## src/rtl/alu_pipe_acc.sv

```systemverilog
// alu_pipe_acc: two-stage valid/ready ALU pipeline with accumulator feedback and optional unsigned saturation
module alu_pipe_acc #(
  parameter int WIDTH = 4,
  parameter bit SAT = 1'b0
) (
  input  logic             clk,
  input  logic             rst,
  input  logic             in_valid,
  output logic             in_ready,
  input  logic [2:0]       in_op,
  input  logic [WIDTH-1:0] in_a,
  input  logic [WIDTH-1:0] in_b,
  input  logic             in_cin,
  input  logic             in_use_acc,
  input  logic             in_acc_we,
  output logic             out_valid,
  input  logic             out_ready,
  output logic [WIDTH-1:0] out_y,
  output logic             out_cout,
  output logic             out_zero,
  output logic             out_ovf,
  output logic [WIDTH-1:0] acc
);
  logic             s1_valid, s1_cin, s1_use_acc, s1_acc_we;
  logic [2:0]       s1_op;
  logic [WIDTH-1:0] s1_a, s1_b;
  logic [WIDTH-1:0] a, bb, y_raw, y;
  logic [WIDTH:0]   sum;
  logic             arith, cout, ovf, xfer;
  assign xfer = s1_valid && (!out_valid || out_ready);
  assign in_ready = !rst && (!s1_valid || xfer);
  always_comb begin
    a = s1_use_acc ? acc : s1_a;
    bb = s1_op == 3'd1 ? ~s1_b : s1_b;
    sum = {1'b0, a} + {1'b0, bb} + {{WIDTH{1'b0}}, s1_cin};
    arith = s1_op[2:1] == 2'b00;
    y_raw = arith          ? sum[WIDTH-1:0] :
            s1_op == 3'd2  ? a & s1_b :
            s1_op == 3'd3  ? a | s1_b :
            s1_op == 3'd4  ? a ^ s1_b :
            s1_op == 3'd5  ? ~a :
            s1_op == 3'd6  ? {a[WIDTH-2:0], s1_cin} :
                             {s1_cin, a[WIDTH-1:1]};
    cout = arith         ? sum[WIDTH] :
           s1_op == 3'd6 ? a[WIDTH-1] :
           s1_op == 3'd7 ? a[0] : 1'b0;
    ovf = arith && (a[WIDTH-1] == bb[WIDTH-1]) && (sum[WIDTH-1] != a[WIDTH-1]);
    // ADD clamps high on carry, SUB clamps low on borrow
    y = (SAT && arith && (s1_op[0] ^ sum[WIDTH])) ? {WIDTH{~s1_op[0]}} : y_raw;
  end
  always_ff @(posedge clk) begin
    if (rst) begin
      s1_valid <= 1'b0;
      s1_op <= '0;
      s1_a <= '0;
      s1_b <= '0;
      s1_cin <= 1'b0;
      s1_use_acc <= 1'b0;
      s1_acc_we <= 1'b0;
      out_valid <= 1'b0;
      out_y <= '0;
      out_cout <= 1'b0;
      out_zero <= 1'b0;
      out_ovf <= 1'b0;
      acc <= '0;
    end else begin
      if (in_valid && in_ready) begin
        s1_valid <= 1'b1;
        s1_op <= in_op;
        s1_a <= in_a;
        s1_b <= in_b;
        s1_cin <= in_cin;
        s1_use_acc <= in_use_acc;
        s1_acc_we <= in_acc_we;
      end else if (xfer) begin
        s1_valid <= 1'b0;
      end
      if (xfer) begin
        out_valid <= 1'b1;
        out_y <= y;
        out_cout <= cout;
        out_zero <= y == '0;
        out_ovf <= ovf;
        if (s1_acc_we) acc <= y;
      end else if (out_ready) begin
        out_valid <= 1'b0;
      end
    end
  end
endmodule

```

## config.mk

```make
export PLATFORM = sky130hd
export DESIGN_NAME = alu_pipe_acc
export DESIGN_NICKNAME = d
export VERILOG_FILES = /design/src/rtl/alu_pipe_acc.sv
export SDC_FILE = /design/constraint.sdc
export NUM_CORES = 1
export LEC_CHECK = 0
export ABC_AREA = 1
export BUFFER_PORTS_ARGS = -buffer_cell sky130_fd_sc_hd__buf_2
export CORE_ASPECT_RATIO = 0.75
export CORE_MARGIN = 3
export CORE_UTILIZATION = 50
export DETAILED_ROUTE_END_ITERATION = 12
export PLACE_DENSITY = 0.75
export SLEW_MARGIN = 20
export SYNTH_ARGS = -nofsm -noshare
export SYNTH_HDL_FRONTEND = slang
export SYNTH_SLANG_ARGS = --single-unit
```

## constraint.sdc

```tcl
create_clock -name clk -period 3 [get_ports clk]
set_input_delay 0.3 -clock clk [delete_from_list [all_inputs] [get_ports clk]]
set_output_delay 0.3 -clock clk [all_outputs]
set_load 0.03 [all_outputs]
```

==> summary.txt <==
Power and ir drop
  – Logic gate share of total power: 31.2%
  – Leakage power: 1.02 nW
  – Switching Fraction: 35.7%
  – Register share of total power: 44.9%
  – Int Pwr: 0.573 mW
  – Power share of the clock group: 23.9%
  – Maximum vdd drop: 0.271 mV
  – Psw: 0.318 mW
  – Post-route total power: 0.891 mW
  – Cell Pwr Density: 452 nW/um^2

Finish
  – Layout Nets: 317
  – Layout cells sized above 1: 19.6%
  – Fin cells: 323
  – Area occupied by registers: 541 um^2
  – Area of the multi-input gates: 1020 um^2
  – Antenna diodes: 0
  – FILL cells: 292
  – Synth-to-layout area growth: 13.3%

Yosys
  – Register area share after synthesis: 31.1%
  – Count of cell types in the netlist: 28
  – Cell area after synthesis: 1740 um^2
  – #FFs+latches synth: 27
  – Syn_area_per_cell: 6.82 um^2
  – Synth Warn #: 0
  – Post-synth top flop: dfxtp_1
  – Number of synthesized flops with an enable pin: 0
  – Syn nets: 286
  – Asr flop ratio synth: 0%
  – Syn Inst Count: 255

STA
  – Endpoints failing setup: 0
  – Worst Clk Skew: 3.36 ps
  – Maximum clock frequency: 385 MHz
  – Final period utilization: 86.5%
  – Setup TNS: 0 ps
  – Pins Over Slew Limit: 0
  – Worst-Margin Slew: 421 ps
  – Minimum clock period: 2600 ps
  – Unrepaired setup endpoints after global routing: no
  – Worst slew margin: 71.8%
  – Final Hold Fails: 0

Routing
  – Avg WL per Cell: 12.2 um
  – Top sig layer: met4
  – WL met3: 309 um
  – Number of routed nets with antenna violations: 0
  – Initial DRC Count: 162
  – Vias per cell: 5.11
  – Drt total wl: 3940 um
  – Met1 WL: 2030 um
  – DR WL met2: 1580 um
  – Vias: 1,649
  – Drt first pass iters: 4
  – DR DRC count: 0

Floorplan
  – Starting Density: 55.6%
  – Num rows: 17
  – Die ar.: 4230 um^2
  – Core ar.: 3130 um^2
  – Die Ht: 57.1 um
  – I/O Pins: 31
  – Die X: 74.1 um

Clocking
  – CTS Sinks: 27
  – CTS tree: yes
  – Clock root cell: clkbuf_8
  – Resized Gates After CTS: 0
  – Clock H-tree levels: 1
  – TritonCTS Buffers: 3
  – Worst-path clk slew: 100 ps
  – Worst-Skew Late Latency: 280 ps
  – Cts hold-fix bufs: 0
  – # Post-CTS Setup Buffers: 0
  – Clock Path Buffers: 2

Global routing
  – Global-route wire length before repair: 6610 um
  – Largest net degree at the start of global routing: 29
  – Total Routing Usage GR: 19.7%
  – Initial antenna violation count: 0
  – Vias in the first global route: 1,429
  – Overflow after GRT: 0

Worst setup path
  – Worst endpoint required time: 3170 ps
  – Critical Path Source Type: register
  – Reg2reg path depth: 13
  – Crit Path Max Fanout: 9
  – Crit path capture type: register
  – CP arrival: 2770 ps
  – Critical setup path kind: reg -> reg

Min path
  – Min-Delay Path Class: in -> reg
  – Hold Path Cell Cnt: 3

Job
  – # Max-Cap Violations: 0

Placement
  – Placed insts: 319
  – Gpl congestion: 0.939
  – Dpl hpwl: 3020 um
  – I/O Buffers: 30

Run status
  – Status: completed
[synth_stat cells (2+ instances only)]
cell type  instances  share of area [%]
nand3_1           11                3.2
dfxtp_1           27                 31
nor2_1            19                4.1
nor2_4             3                1.9
xor2_1             4                2.0
a21oi_1           14                4.0
ha_1              12                8.6
nand3_2            3                1.7
nor2_2             3                1.1
inv_1             32                6.9
o211ai_1           2               0.86
nand2_2            4                1.4
inv_2              4               0.86
o21ai_0           14                4.0
nand4_1            2               0.72
nand2_1           76                 16
o31ai_1           10                4.3
clkbuf_1           5                1.1
[worst paths after layout]
| path | start | endpoint | slack (ps) |
|---|---|---|---|
| min | in_a[2] | s1_a[2] | 210 |
| max reg2reg | s1_op[2] | out_cout | 400 |
| max | s1_op[2] | out_cout | 400 |
| min reg2reg | out_ovf | out_ovf | 470 |
[layout make-up]
cell class	instances	share of cell area [%]
Clock buffer	3	2.10
Clock inverter	1	0.381
Inverter	37	7.05
Multi-Input combinational cell	184	51.9
Sequential cell	27	27.4
Tap cell	38	2.41
Timing Repair Buffer	33	8.76
[per-stage QoR]
stage               hold WS (ps)  worst slack, ps  utilization [%]  area (um^2)
CTS                          207              393             63.0         1970
detailed placement           456              419             61.5         1920
global placement             451              503             61.5         1920
finish                       213              405             63.0         1970
floorplan                    413              641                -         1740
global route                 210              208             63.0         1970
[power groups by stage]
stage / Combinational (mW) / Clock, mW / Sequential, mW
finish: 0.278 / 0.213 / 0.400
CTS: 0.276 / 0.222 / 0.400
global placement: 0.272 / 0 / 0.408
global route: 0.317 / 0.235 / 0.403
detailed placement: 0.275 / 0 / 0.408
floorplan: 0.193 / 0 / 0.422
[cell families (layout without fill, tap and decap cells)]
logic type / Yosys count / after routing / synth area share, %
buf+inv: 44 / 74 / 10.1
xor+xnor: 6 / 6 / 3.45
compound gates: 42 / 42 / 14.0
simple gates: 123 / 123 / 31.5
flops: 27 / 27 / 31.1
fa+ha+maj: 13 / 13 / 9.78
[routing by layer]
layer / up-vias / global-route usage, %
met3: 2 / 4.93
met2: 64 / 28.7
met4: 0 / 2.33
li1: 871 / -
met1: 712 / 30.0
met5: - / 0
[state kept, by name (all words and copies together), names as in the netlist, 3 cells and up]
signal and cells:
acc 4, out_y 4, s1_a 4, s1_b 4, s1_op 3
[placed cells by master (no fill, tap or decap), types with 10 or more instances in the layout]
cell / count
a21oi_1: 14
buf_2: 30
dfxtp_1: 27
ha_1: 12
inv_1: 32
nand2_1: 76
nand3_1: 11
nor2_1: 19
o21ai_0: 14
o31ai_1: 10
[critical path, cell delays in order, from the launching register on]
cell and delay [ps]:
dfxtp_1 430, nor2_4 300, nand2_4 120, xor2_2 190, xor2_1 160, inv_1 50
ha_1 170, inv_1 60, nand2_2 70, fa_1 400, nand3_1 100, a21oi_1 70
o41ai_1 310, inv_1 60
Power figures use the tool's default switching activity.
